**src/rtl/req_staging_queue_if.sv**
```systemverilog
// Handshake bundle between the request staging queue, its requesters and the
// fixed-priority arbiter.
//   push/push_tag       : per-channel enqueue strobe and token tag (channel i at [i*TAG_W +: TAG_W])
//   full                : per-channel FIFO full flag
//   request/grant       : request vector to the arbiter, one-hot grant back
//   served_valid/ch/tag : token popped on the previous edge
//   overflow/grant_err  : sticky error flags
// The master modport is the requester/arbiter side; the slave modport is the queue.
interface req_staging_queue_if #(
    parameter int unsigned NUM_CH = 2,
    parameter int unsigned TAG_W  = 4
);
    localparam int unsigned CH_W = (NUM_CH > 1) ? $clog2(NUM_CH) : 1;

    logic [NUM_CH-1:0]       push;
    logic [NUM_CH*TAG_W-1:0] push_tag;
    logic [NUM_CH-1:0]       full;
    logic [NUM_CH-1:0]       request;
    logic [NUM_CH-1:0]       grant;
    logic                    served_valid;
    logic [CH_W-1:0]         served_ch;
    logic [TAG_W-1:0]        served_tag;
    logic                    overflow;
    logic                    grant_err;

    modport master (
        output push, push_tag, grant,
        input  full, request, served_valid, served_ch, served_tag, overflow, grant_err
    );

    modport slave (
        input  push, push_tag, grant,
        output full, request, served_valid, served_ch, served_tag, overflow, grant_err
    );
endinterface

```
**src/rtl/req_staging_queue.sv**
```systemverilog
// Request staging queue: per-channel token FIFOs feeding a fixed-priority arbiter.
// Each non-empty channel raises its request bit; a legal one-hot grant pops that
// channel's head token, which is presented as a served token one cycle later.
// Ports:
//   clk   : rising-edge clock
//   rst_n : asynchronous active-low reset; discards all queued tokens
//   bus   : req_staging_queue_if.slave (push/push_tag/full, request/grant,
//           served_valid/served_ch/served_tag, overflow, grant_err)
module req_staging_queue #(
    parameter int unsigned NUM_CH = 2,
    parameter int unsigned DEPTH  = 4,
    parameter int unsigned TAG_W  = 4
) (
    input logic                clk,
    input logic                rst_n,
    req_staging_queue_if.slave bus
);
    localparam int unsigned CH_W  = (NUM_CH > 1) ? $clog2(NUM_CH) : 1;
    localparam int unsigned PTR_W = $clog2(DEPTH);
    localparam int unsigned CNT_W = $clog2(DEPTH + 1);

    logic [TAG_W-1:0] mem_q    [NUM_CH][DEPTH];
    logic [PTR_W-1:0] rd_ptr_q [NUM_CH];
    logic [PTR_W-1:0] wr_ptr_q [NUM_CH];
    logic [CNT_W-1:0] count_q  [NUM_CH];

    logic             served_valid_q;
    logic [CH_W-1:0]  served_ch_q;
    logic [TAG_W-1:0] served_tag_q;
    logic             overflow_q;
    logic             grant_err_q;

    logic [NUM_CH-1:0] request;
    logic [NUM_CH-1:0] full;
    logic [NUM_CH-1:0] pop;
    logic [NUM_CH-1:0] push_ok;
    logic [NUM_CH-1:0] drop;
    logic              grant_legal;
    logic              grant_bad;
    logic [CH_W-1:0]   sel;

    // Flags decode registered counts only, so request/full never depend on push or grant.
    always_comb begin
        for (int i = 0; i < NUM_CH; i++) begin
            request[i] = (count_q[i] != '0);
            full[i]    = (count_q[i] == CNT_W'(DEPTH));
        end
    end

    always_comb begin
        grant_legal = $onehot(bus.grant) && ((bus.grant & request) != '0);
        grant_bad   = (bus.grant != '0) && !grant_legal;
        pop         = grant_legal ? bus.grant : '0;
        sel         = '0;
        for (int i = 0; i < NUM_CH; i++) begin
            if (bus.grant[i]) sel = CH_W'(i);
        end
        // A pop on the same edge frees a slot, so a push into a full FIFO still lands.
        for (int i = 0; i < NUM_CH; i++) begin
            push_ok[i] = bus.push[i] && (!full[i] || pop[i]);
            drop[i]    = bus.push[i] && !push_ok[i];
        end
    end

    always_ff @(posedge clk or negedge rst_n) begin
        if (!rst_n) begin
            for (int i = 0; i < NUM_CH; i++) begin
                rd_ptr_q[i] <= '0;
                wr_ptr_q[i] <= '0;
                count_q[i]  <= '0;
            end
            served_valid_q <= 1'b0;
            served_ch_q    <= '0;
            served_tag_q   <= '0;
            overflow_q     <= 1'b0;
            grant_err_q    <= 1'b0;
        end else begin
            for (int i = 0; i < NUM_CH; i++) begin
                if (push_ok[i]) wr_ptr_q[i] <= wr_ptr_q[i] + PTR_W'(1);
                if (pop[i])     rd_ptr_q[i] <= rd_ptr_q[i] + PTR_W'(1);
                if (push_ok[i] && !pop[i]) begin
                    count_q[i] <= count_q[i] + CNT_W'(1);
                end else if (!push_ok[i] && pop[i]) begin
                    count_q[i] <= count_q[i] - CNT_W'(1);
                end
            end
            served_valid_q <= grant_legal;
            if (grant_legal) begin
                served_ch_q  <= sel;
                served_tag_q <= mem_q[sel][rd_ptr_q[sel]];
            end
            if (drop != '0) overflow_q  <= 1'b1;
            if (grant_bad)  grant_err_q <= 1'b1;
        end
    end

    // Tag storage needs no reset; occupancy is tracked by the counters.
    always_ff @(posedge clk) begin
        for (int i = 0; i < NUM_CH; i++) begin
            if (push_ok[i]) mem_q[i][wr_ptr_q[i]] <= bus.push_tag[i*TAG_W +: TAG_W];
        end
    end

    assign bus.request      = request;
    assign bus.full         = full;
    assign bus.served_valid = served_valid_q;
    assign bus.served_ch    = served_ch_q;
    assign bus.served_tag   = served_tag_q;
    assign bus.overflow     = overflow_q;
    assign bus.grant_err    = grant_err_q;
endmodule

```
**src/flat_wrapper.sv**
```systemverilog
// flat-port wrapper written by rule: the top's interface ports become plain ports
module req_staging_queue_flat 
#(
    parameter int unsigned NUM_CH = 2,
    parameter int unsigned DEPTH  = 4,
    parameter int unsigned TAG_W  = 4
)
  (clk, rst_n, bus_push, bus_push_tag, bus_grant, bus_full, bus_request, bus_served_valid, bus_served_ch, bus_served_tag, bus_overflow, bus_grant_err);
  req_staging_queue_if #(.NUM_CH(NUM_CH), .TAG_W(TAG_W)) bus_i ();
  input logic clk;
  input logic rst_n;
  input wire logic [$bits(bus_i.push)-1:0] bus_push;
  input wire logic [$bits(bus_i.push_tag)-1:0] bus_push_tag;
  input wire logic [$bits(bus_i.grant)-1:0] bus_grant;
  output wire logic [$bits(bus_i.full)-1:0] bus_full;
  output wire logic [$bits(bus_i.request)-1:0] bus_request;
  output wire logic [$bits(bus_i.served_valid)-1:0] bus_served_valid;
  output wire logic [$bits(bus_i.served_ch)-1:0] bus_served_ch;
  output wire logic [$bits(bus_i.served_tag)-1:0] bus_served_tag;
  output wire logic [$bits(bus_i.overflow)-1:0] bus_overflow;
  output wire logic [$bits(bus_i.grant_err)-1:0] bus_grant_err;
  assign bus_i.push = bus_push;
  assign bus_i.push_tag = bus_push_tag;
  assign bus_i.grant = bus_grant;
  assign bus_full = bus_i.full;
  assign bus_request = bus_i.request;
  assign bus_served_valid = bus_i.served_valid;
  assign bus_served_ch = bus_i.served_ch;
  assign bus_served_tag = bus_i.served_tag;
  assign bus_overflow = bus_i.overflow;
  assign bus_grant_err = bus_i.grant_err;
  req_staging_queue #(.NUM_CH(NUM_CH), .DEPTH(DEPTH), .TAG_W(TAG_W)) u_core (.clk(clk), .rst_n(rst_n), .bus(bus_i));
endmodule
```
**config.mk**
```make
export PLATFORM = sky130hd
export DESIGN_NAME = req_staging_queue_flat
export DESIGN_NICKNAME = d
export VERILOG_FILES = /design/src/rtl/req_staging_queue_if.sv /design/src/rtl/req_staging_queue.sv /design/src/flat_wrapper.sv
export SDC_FILE = /design/constraint.sdc
export NUM_CORES = 1
export LEC_CHECK = 0
export CORE_ASPECT_RATIO = 1.1
export CORE_MARGIN = 2
export CORE_UTILIZATION = 60
export DETAILED_ROUTE_END_ITERATION = 16
export GPL_TIMING_DRIVEN = 0
export PLACE_DENSITY = 0.84
export SKIP_LAST_GASP = 1
export SYNTH_ARGS = -nofsm -noshare
export SYNTH_HDL_FRONTEND = slang
export SYNTH_SLANG_ARGS = --single-unit
```
**constraint.sdc**
```tcl
create_clock -name clk -period 5.8 [get_ports clk]
set_input_delay 1.16 -clock clk [delete_from_list [all_inputs] [get_ports clk]]
set_output_delay 1.16 -clock clk [all_outputs]
set_load 0.05 [all_outputs]
```
==> run metrics <==
syn nets between 150 and 200; Max Buffers Root-to-Sink 2; Avg WL per Cell 15.82 microns; number of distinct library cells after synthesis 30; synth-to-layout area growth 16.75%; Overflow after GRT 0; starting DRC count in detailed routing between 100 and 150; Worst Reg-to-Reg Cells 9; syn avg cell area 14.33 sq um; DIE WIDTH 64.93 microns; diodes inserted 0; result of the run finished, final reports clean; start point of the worst min-delay path u_core.bus.overflow; CTS sink cnt between 50 and 60; post-synthesis cell type with the largest combined area sky130_fd_sc_hd__edfxtp_1; Rel. slew slack 32.44%; Reg clk slew, reported paths about 0.090 ns; proportion of layout cells with a drive suffix above 1 between 10% and 20%; count of antenna-violating nets left after detailed routing 0; main area contributors after synthesis sky130_fd_sc_hd__edfxtp_1, sky130_fd_sc_hd__dfrtp_1, sky130_fd_sc_hd__mux2i_1, sky130_fd_sc_hd__ha_1, sky130_fd_sc_hd__nand2_1; Max Slew Vio Count 0; fmax between 200 and 300 MHz; initial antenna violation count 0; GRT met3 Usage 3.975%; flop and latch count out of synthesis 54; overall die area approximately 4600 sq um; reg-to-reg slack, setup ~3.6 ns; Synth top cells by count sky130_fd_sc_hd__edfxtp_1, sky130_fd_sc_hd__dfrtp_1, sky130_fd_sc_hd__nand2_1, sky130_fd_sc_hd__mux2i_1, sky130_fd_sc_hd__inv_1; most frequently used cell type in the post-synthesis netlist sky130_fd_sc_hd__edfxtp_1; number of search-and-repair iterations in the first detailed-routing pass 4; startpoint kind of the worst setup timing path input port; met1 track demand over resource between 20% and 30%; leading register cell type out of synthesis sky130_fd_sc_hd__edfxtp_1; number of warnings reported in the yosys synthesis log 0; number of instances in the synthesized netlist 171; Final Wtd Congestion between 0.9 and 1; number of global-route vias before repair ~1.4k; post-layout net count 230; post-detailed-routing wire length 4.050 mm; worst reg2reg startpoint u_core.count_q[1]; total power draw 0.001387 W; start point of the critical path bus_grant[1]; vias per cell 5.395; final hold violations 0; cell row count 24; Worst Max-Slew Pin Slew slightly above 1 ns; Worst Hold Class flop to flop; RSZ-0062 raised after global routing false; count of input and output buffers 25; Reg-to-Reg End u_core.count_q[5]; met2 layer usage reported by global route between 30 and 40%; core region area 3934 sq um; Post-CTS Resized 0; leakage power around 1.2 nW; number of buffers inserted by post-CTS setup repair 0; type of the setup path with the least slack input port to flop; maximum number of pins on one net before global-route repair 23; Arr. time, crit path 3.77 ns; clk_skew roughly 0.0073 ns; all-layer global routing usage ~20%; setup TNS 0 ns; Via Count between 1k and 1.5k; clock buffers created by TritonCTS 5; crit path to u_core.count_q[5]; library cell used as clock root buffer sky130_fd_sc_hd__clkbuf_8; sequential area share after synthesis between 60% and 70%; later-pin clock latency in the skew report just over 0.3 ns; required time at the endpoint of the critical path 6.03 ns; final worst path period need 3.540 ns; number of top-level pins 26; total of endpoints with negative setup slack in the final report 0; drt drc 0; Worst Setup End Kind flop; half-perimeter wire length after detailed placement slightly above 3 mm; most crowded layer after global routing met2; H-tree depth 2; maximum fanout count along the critical path 8; count of hold buffers inserted by post-cts repair 0; max-capacitance violation count 0; VDD IR max around 0.33 mV; Syn Std Cell Area ~2400 sq um; initial cell density of the core about 62%; clock tree from TritonCTS yes; post-route fraction of the period consumed by the critical path between 60 and 70%; height of the die a little over 70 microns; first-pass GRT wire length 6.851 mm; fraction of synthesized cell area taken by the top area cell type between 30% and 40%; filler cell count in the final layout approximately 270; number of enable-type register cells in the synthesized netlist 32; Post-synth ARST share ~40%; power density normalized to cell area ~480 nW/um^2
[worst min-delay path by stage]
stage	cells after the start	to	slack, ns
after global routing	1	u_core.bus.grant_err	0.50
after CTS	2	u_core.bus.overflow	0.49
final	2	u_core.bus.overflow	0.48
after detailed placement	1	u_core.bus.grant_err	0.47
after floorplan	1	u_core.rd_ptr_q[3]	0.46
after global placement	2	u_core.bus.overflow	0.46
[critical path, cell delays in order]
cell and delay [ns]:
sky130_fd_sc_hd__clkdlybuf4s50_1 0.64, sky130_fd_sc_hd__inv_1 0.10, sky130_fd_sc_hd__ha_1 0.33, sky130_fd_sc_hd__nand2_1 0.10, sky130_fd_sc_hd__a21boi_2 0.32, sky130_fd_sc_hd__ha_1 0.25
sky130_fd_sc_hd__inv_1 0.07, sky130_fd_sc_hd__fa_1 0.37, sky130_fd_sc_hd__xor2_1 0.17, sky130_fd_sc_hd__nor2_1 0.11, sky130_fd_sc_hd__xor2_1 0.15
[through the flow]
stage                     hold slack, ns  instance area (sq um)  setup slack (ns)  utilization [%]  std cells
after floorplan                   0.4591                   2450             2.875                -        171
after CTS                         0.4883                   2860             2.252            72.71        256
after detailed placement          0.4669                   2765             1.949            70.29        248
after global routing              0.5039                   2860             2.090            72.71        256
after global placement            0.4562                   2765             2.038            70.29        248
final                             0.4836                   2860             2.260            72.71        256
[flip-flops by register name (all words and copies together) (netlist names)]
register / count
u_core.bus.overflow: 1
u_core.bus.served_tag: 4
u_core.wr_ptr_q: 4
u_core.rd_ptr_q: 4
u_core.bus.served_ch: 1
u_core.bus.grant_err: 1
u_core.bus.served_valid: 1
u_core.mem_q: 32
u_core.count_q: 6
[power breakdown]
part           total (W)  internal (W)  switching (W)
combinational   0.000557      0.000233       0.000323
sequential      0.000617      0.000525      0.0000918
clock           0.000213     0.0000889       0.000124
[placed cells by master, fill, tap and decap left out, types with 3 or more instances in the layout]
master / count
sky130_fd_sc_hd__and2_1: 4
sky130_fd_sc_hd__and2_2: 4
sky130_fd_sc_hd__o21ai_1: 4
sky130_fd_sc_hd__inv_1: 12
sky130_fd_sc_hd__o21ai_0: 3
sky130_fd_sc_hd__o22ai_1: 8
sky130_fd_sc_hd__xnor2_1: 6
sky130_fd_sc_hd__nand2_1: 18
sky130_fd_sc_hd__ha_1: 11
sky130_fd_sc_hd__xor2_1: 6
sky130_fd_sc_hd__dfrtp_1: 22
sky130_fd_sc_hd__mux2i_1: 16
sky130_fd_sc_hd__clkbuf_8: 5
sky130_fd_sc_hd__edfxtp_1: 32
sky130_fd_sc_hd__clkdlybuf4s50_1: 25
[cell families after synthesis]
logic type	share of synthesized area, %
AO/OA/AOI/OAI	8.530
buffers and inverters	2.707
XOR/XNOR	4.290
multiplexers	7.456
adder cells (fa/ha/maj)	7.252
AND/OR/NAND/NOR	8.070
flip-flops	61.70
[layout make-up]
cell class | instances | area, sq um | area share, %
Timing Repair Buffer | 25 | 250.2 | 8.749
Buffer | 2 | 15.01 | 0.5249
Multi-Input combinational cell | 102 | 872.1 | 30.49
Clock inverter | 3 | 26.28 | 0.9186
Tap cell | 52 | 65.06 | 2.275
Sequential cell | 54 | 1511 | 52.84
Inverter | 13 | 51.30 | 1.794
Clock buffer | 5 | 68.82 | 2.406
[routing by layer]
metal	vias to the layer above	share of wire [%]
met3	6	4.3
met2	35	54
met4	0	1.8
li1	663	-
met5	-	0
met1	677	40
(Power assumes the default switching activity.)
